--- config.mk ---
export PLATFORM = sky130hd
export DESIGN_NAME = hamming_tx_sequencer
export DESIGN_NICKNAME = d
export VERILOG_FILES = /design/src/rtl/hamming_pkg.sv /design/src/rtl/hamming_tx_sequencer_bit_counter.sv /design/src/rtl/hamming_tx_sequencer.sv
export SDC_FILE = /design/constraint.sdc
export NUM_CORES = 1
export LEC_CHECK = 0
export ABC_AREA = 1
export BUFFER_PORTS_ARGS = -buffer_cell sky130_fd_sc_hd__buf_2
export CORE_UTILIZATION = 25
export DETAILED_ROUTE_END_ITERATION = 10
export SETUP_SLACK_MARGIN = 0.1
export SYNTH_ARGS = -nofsm -noshare
export SYNTH_HDL_FRONTEND = slang
export SYNTH_SLANG_ARGS = --single-unit
--- constraint.sdc ---
create_clock -name CLK -period 1.6 [get_ports CLK]
set_input_delay 0.08 -clock CLK [delete_from_list [all_inputs] [get_ports CLK]]
set_output_delay 0.08 -clock CLK [all_outputs]
set_load 0.005 [all_outputs]
--- src/rtl/hamming_pkg.sv ---
// Shared constants and state encoding for the (15,11) Hamming transmit sequencer.
package hamming_pkg;

   localparam int unsigned DATA_BITS   = 11;
   localparam int unsigned CODE_BITS   = 15;
   localparam int unsigned CNT_W       = 4;
   localparam int unsigned FRAME_CNT_W = 16;
   localparam int unsigned ABORT_CNT_W = 8;

   typedef enum logic [2:0] {
      IDLE    = 3'd0,
      COLLECT = 3'd1,
      LOAD    = 3'd2,
      SHIFT   = 3'd3,
      DONE    = 3'd4
   } tx_state_t;

endpackage

--- src/rtl/hamming_tx_sequencer_bit_counter.sv ---
// Bit-index counter with sync clear, enable and a terminal flag at limit-1.
module tx_bit_counter
   import hamming_pkg::*;
#(
   parameter int unsigned W = CNT_W
) (
   input  logic         clk,
   input  logic         rst,
   input  logic         clr,
   input  logic         en,
   input  logic [W-1:0] limit,
   output logic [W-1:0] cnt,
   output logic [W-1:0] cnt_nxt_c,
   output logic         term_c
);

   logic [W-1:0] last_idx_c;

   assign last_idx_c = W'(limit - W'(1));
   assign term_c     = en & (cnt == last_idx_c);

   // Clear wins over increment so a terminal beat restarts the index at zero.
   always_comb begin
      cnt_nxt_c = cnt;
      if (clr)
         cnt_nxt_c = '0;
      else if (en)
         cnt_nxt_c = W'(cnt + W'(1));
   end

   always_ff @(posedge clk or posedge rst) begin
      if (rst)
         cnt <= '0;
      else
         cnt <= cnt_nxt_c;
   end

endmodule

--- src/rtl/hamming_tx_sequencer.sv ---
// Handshaked frame sequencer for the (15,11) Hamming transmit datapath.
// Optional frame/abort statistics counters when HAMMING_TX_STATS_EN is defined.
module hamming_tx_sequencer
   import hamming_pkg::*;
(
   input  logic                   CLK,
   input  logic                   REST,
   input  logic                   DEVICE_EN,
   input  logic                   IN_VALID,
   output logic                   IN_READY,
   output logic                   IN_SHIFT_EN,
   output logic                   ENC_LOAD,
   output logic                   OUT_VALID,
   input  logic                   OUT_READY,
   output logic                   OUT_SHIFT_EN,
   output logic [CNT_W-1:0]       BIT_CNT,
   output logic                   BUSY,
   output logic                   FRAME_DONE
`ifdef HAMMING_TX_STATS_EN
   ,
   output logic [FRAME_CNT_W-1:0] FRAME_CNT,
   output logic [ABORT_CNT_W-1:0] ABORT_CNT
`endif
);

   tx_state_t         state, state_nxt;
   logic              cnt_clr, cnt_en, cnt_term_c;
   logic [CNT_W-1:0]  cnt_limit, cnt_nxt_c;

   assign IN_SHIFT_EN  = IN_VALID & IN_READY;
   assign OUT_SHIFT_EN = OUT_VALID & OUT_READY;

   // Counter steering is kept outside the FSM block so the terminal flag has no loop back into it.
   assign cnt_limit = (state == SHIFT) ? CNT_W'(CODE_BITS) : CNT_W'(DATA_BITS);
   assign cnt_en    = ((state == COLLECT) & DEVICE_EN & IN_SHIFT_EN)
                    | ((state == SHIFT) & OUT_SHIFT_EN);

   tx_bit_counter #(.W(CNT_W)) u_bit_counter (
      .clk       (CLK),
      .rst       (REST),
      .clr       (cnt_clr),
      .en        (cnt_en),
      .limit     (cnt_limit),
      .cnt       (BIT_CNT),
      .cnt_nxt_c (cnt_nxt_c),
      .term_c    (cnt_term_c)
   );

   always_ff @(posedge CLK or posedge REST) begin
      if (REST)
         state <= IDLE;
      else
         state <= state_nxt;
   end

   always_comb begin
      state_nxt = state;
      cnt_clr   = 1'b0;
      case (state)
         IDLE: begin
            cnt_clr = 1'b1;
            if (DEVICE_EN)
               state_nxt = COLLECT;
         end
         COLLECT: begin
            // Losing enable mid-collect drops the partial frame.
            if (!DEVICE_EN) begin
               state_nxt = IDLE;
               cnt_clr   = 1'b1;
            end else if (cnt_term_c) begin
               state_nxt = LOAD;
               cnt_clr   = 1'b1;
            end
         end
         LOAD: begin
            cnt_clr   = 1'b1;
            state_nxt = SHIFT;
         end
         SHIFT: begin
            if (cnt_term_c) begin
               state_nxt = DONE;
               cnt_clr   = 1'b1;
            end
         end
         DONE: begin
            cnt_clr   = 1'b1;
            state_nxt = DEVICE_EN ? COLLECT : IDLE;
         end
         default: begin
            cnt_clr   = 1'b1;
            state_nxt = IDLE;
         end
      endcase
   end

   // Moore outputs registered from the next state so they align with the state register.
   always_ff @(posedge CLK or posedge REST) begin
      if (REST) begin
         IN_READY   <= 1'b0;
         ENC_LOAD   <= 1'b0;
         OUT_VALID  <= 1'b0;
         FRAME_DONE <= 1'b0;
         BUSY       <= 1'b0;
      end else begin
         IN_READY   <= (state_nxt == COLLECT);
         ENC_LOAD   <= (state_nxt == LOAD);
         OUT_VALID  <= (state_nxt == SHIFT);
         FRAME_DONE <= (state_nxt == DONE);
         BUSY       <= ((state_nxt == COLLECT) & (cnt_nxt_c != '0))
                     | (state_nxt == LOAD) | (state_nxt == SHIFT) | (state_nxt == DONE);
      end
   end

`ifdef HAMMING_TX_STATS_EN
   logic abort_c;

   assign abort_c = (state == COLLECT) & ~DEVICE_EN & (BIT_CNT != '0);

   // Frame count wraps; abort count saturates.
   always_ff @(posedge CLK or posedge REST) begin
      if (REST) begin
         FRAME_CNT <= '0;
         ABORT_CNT <= '0;
      end else begin
         if (state == DONE)
            FRAME_CNT <= FRAME_CNT_W'(FRAME_CNT + FRAME_CNT_W'(1));
         if (abort_c && (ABORT_CNT != '1))
            ABORT_CNT <= ABORT_CNT_W'(ABORT_CNT + ABORT_CNT_W'(1));
      end
   end
`endif

endmodule

==> flow_summary.toml <==
[outcome]
run_status = "completed"

[timing]
fin_skew_ns = 0.002657
max_slew_margin_pct = 68.65
rsz0062_at_grt = "yes"
tightest_slew_ns = 0.4698
totalNegativeSetupSlack_ns = 0
period_minus_slack_ns = 1.487
final-setup-viol-count = 0
slew_violations = 0
fmax_ghz = 0.6723
final-hold-violation-count = 0
whs_ns = 0.2015
fin_crit_sh_pct = 92.97

[layout]
n_fill_cell = 284
layout-drive-gt1-share_pct = 36.94
seqCellArea_um2 = 301.5
area_growth_pct = 29.04
design_area_um2 = 928.4
final_util_pct = 33.96
multi_input_area_um2 = 364.1
diodes = 0
nets = 119

[routing]
vias = 626
wl_per_cell_um = 10.33
vias_per_cell = 4.408
wl_um = 1467
drc_errors = 0
dr.pass1.iters = 4
first_iter_violations = 15
ant_nets = 0

[floorplanning]
die_x_um = 55.65
die_y_um = 55.65
coreArea_um2 = 2734
ios = 16
start_util_pct = 26.32
rows = 19
dieArea_um2 = 3096

[synth]
syn_area_per_cell_um2 = 8.366
synth.top_cells.by_count = "22 x nand2_1, 12 x dfrtp_1, 12 x inv_1"
ys_types = 19
yosysWarnings = 0
synth_area_um2 = 719.4
synthArstFlopShare_pct = 100.0
synth_top_area_cell = "dfrtp_1"
synth_nets = 93
synth_ff_type = "dfrtp_1"
synth_area_leaders = "dfrtp_1 42%, nand2_1 11%, inv_1 6.3%"
ys_seq_elements = 12
synth_edf_count = 0
yosysMostFrequentCell = "nand2_1"
seq_area_frac_synth_pct = 41.74
synth_top_area_share_pct = 41.74
postSynthCellCount = 86

[clock_network]
cts.sinks = 12
cts_tree = "built"
cts_root_buf = "clkbuf_4"
path_clk_slew_ns = 0.09
htree_levels = 1
numCtsBuffers = 3
clockBufferDepth = 2
clk_latency_ns = 0.28

[grt]
grt_max_degree = 13
grt-ovfl-total = 0
gr-usage-all-layers_pct = 10.53
grt_pass1_wl_um = 2415
antenna_found_initial = 0
grt_pass1_vias = 575

[worst_setup_path]
required_ns = 1.78
path_max_fanout = 5
cp-endpoint = "BUSY"
ff2ff_path_depth = 9
cp-end-kind = "flop"
r2r_start = "u_bit_counter.cnt[0]"
worstSetupPathType = "flop to flop"
r2r_slack_ns = 0.11
regToRegEndpoint = "BUSY"
cp-startpoint = "u_bit_counter.cnt[0]"
worst_setup_path_start_kind = "flop"
arrival_ns = 1.66

[power_and_ir_drop]
cellPowerDensity_nw_per_um2 = 1329
ir_drop_v = 0.0005130
power.static_leakage_nw = 0.5765

[place]
gp_congestion = 0.8063
io_buffers = 15
place_hpwl_um = 1095
place_area_um2 = 833.3

[min_path]
hp-class = "input pin to flop"

[job]
drv_cap = 0
[layer usage]
metal | GRT usage (%) | wire length [um]
met3 | 2.326 | 62
met1 | 11.98 | 633
met2 | 16.87 | 718
met5 | 0 | 0
met4 | 8.571 | 53
[flip-flops by register name, summed over array words and instances (netlist names)]
register	count
u_bit_counter.cnt	4
BUSY	1
state	3
FRAME_DONE	1
ENC_LOAD	1
IN_READY	1
OUT_VALID	1
[how the worst min path moves through the flow]
stage	to	start	cells past startpoint
floorplan	BUSY	REST	1
global placement	u_bit_counter.cnt[1]	REST	2
detailed placement	u_bit_counter.cnt[0]	REST	2
CTS	state[0]	DEVICE_EN	5
global route	state[0]	DEVICE_EN	5
finish	state[0]	DEVICE_EN	5
[through the flow]
step / setup WS [ns] / cells / power [W]
2_1_floorplan: 0.1703 / 86 / 0.0007846
3_3_place_gp: 0.09614 / 132 / 0.0008910
3_5_place_dp: 0.04832 / 132 / 0.0009003
4_1_cts: 0.1001 / 141 / 0.001219
5_1_grt: 0.009226 / 142 / 0.001317
6_report: 0.1125 / 142 / 0.001233
[critical path, cell delays in order (launching register included)]
cell     delay [ns]
dfrtp_1        0.41
buf_4          0.16
ha_1           0.20
xor2_1         0.16
nand2_1        0.09
nand2_1        0.06
o21ai_1        0.13
nand2_1        0.06
nand2_1        0.05
nand2_1        0.05
[cell type report]
| type | instances | share of cell area [%] |
|---|---|---|
| repair buffers | 21 | 13.21 |
| multi-input cells | 58 | 39.22 |
| well taps | 31 | 4.178 |
| clock buffers | 4 | 3.908 |
| inverters | 16 | 7.008 |
| flip-flops and latches | 12 | 32.48 |
[kinds of logic after synthesis]
logic type	Yosys count	synth area share (%)
xor gates and xnor gates	1	1.218
adders and majority gates	2	3.478
and+or+nand+nor	51	42.09
DFF	12	41.74
buffers and inverters	16	8.696
AOI/OAI and AO/OA	4	2.783
[what timing repair did]
item                                   CTS  global route
hold buffers                             1             0
pin swaps                                0             0
setup buffers                            4             1
resized for setup                        1             3
endpoints found under the hold margin   12             0
setup endpoints to repair                1             6
[cells in the final DEF, fill, tap and decap left out, drive strengths merged]
master,instances
nand2,25
buf,20
inv,16
nor2,13
dfrtp,12
nand3,9
clkbuf,4
a21oi,2
nor3,2
o21ai,2
ha,2
xor2,1
nand3b,1
nand4,1
dlygate4sd3,1
[power breakdown]
group          total [W]  switching (W)  internal [W]
clock network   0.000259       0.000121      0.000139
logic           0.000566       0.000331      0.000235
registers       0.000408      0.0000412      0.000367
No activity file was read; power rests on OpenSTA's default activity.
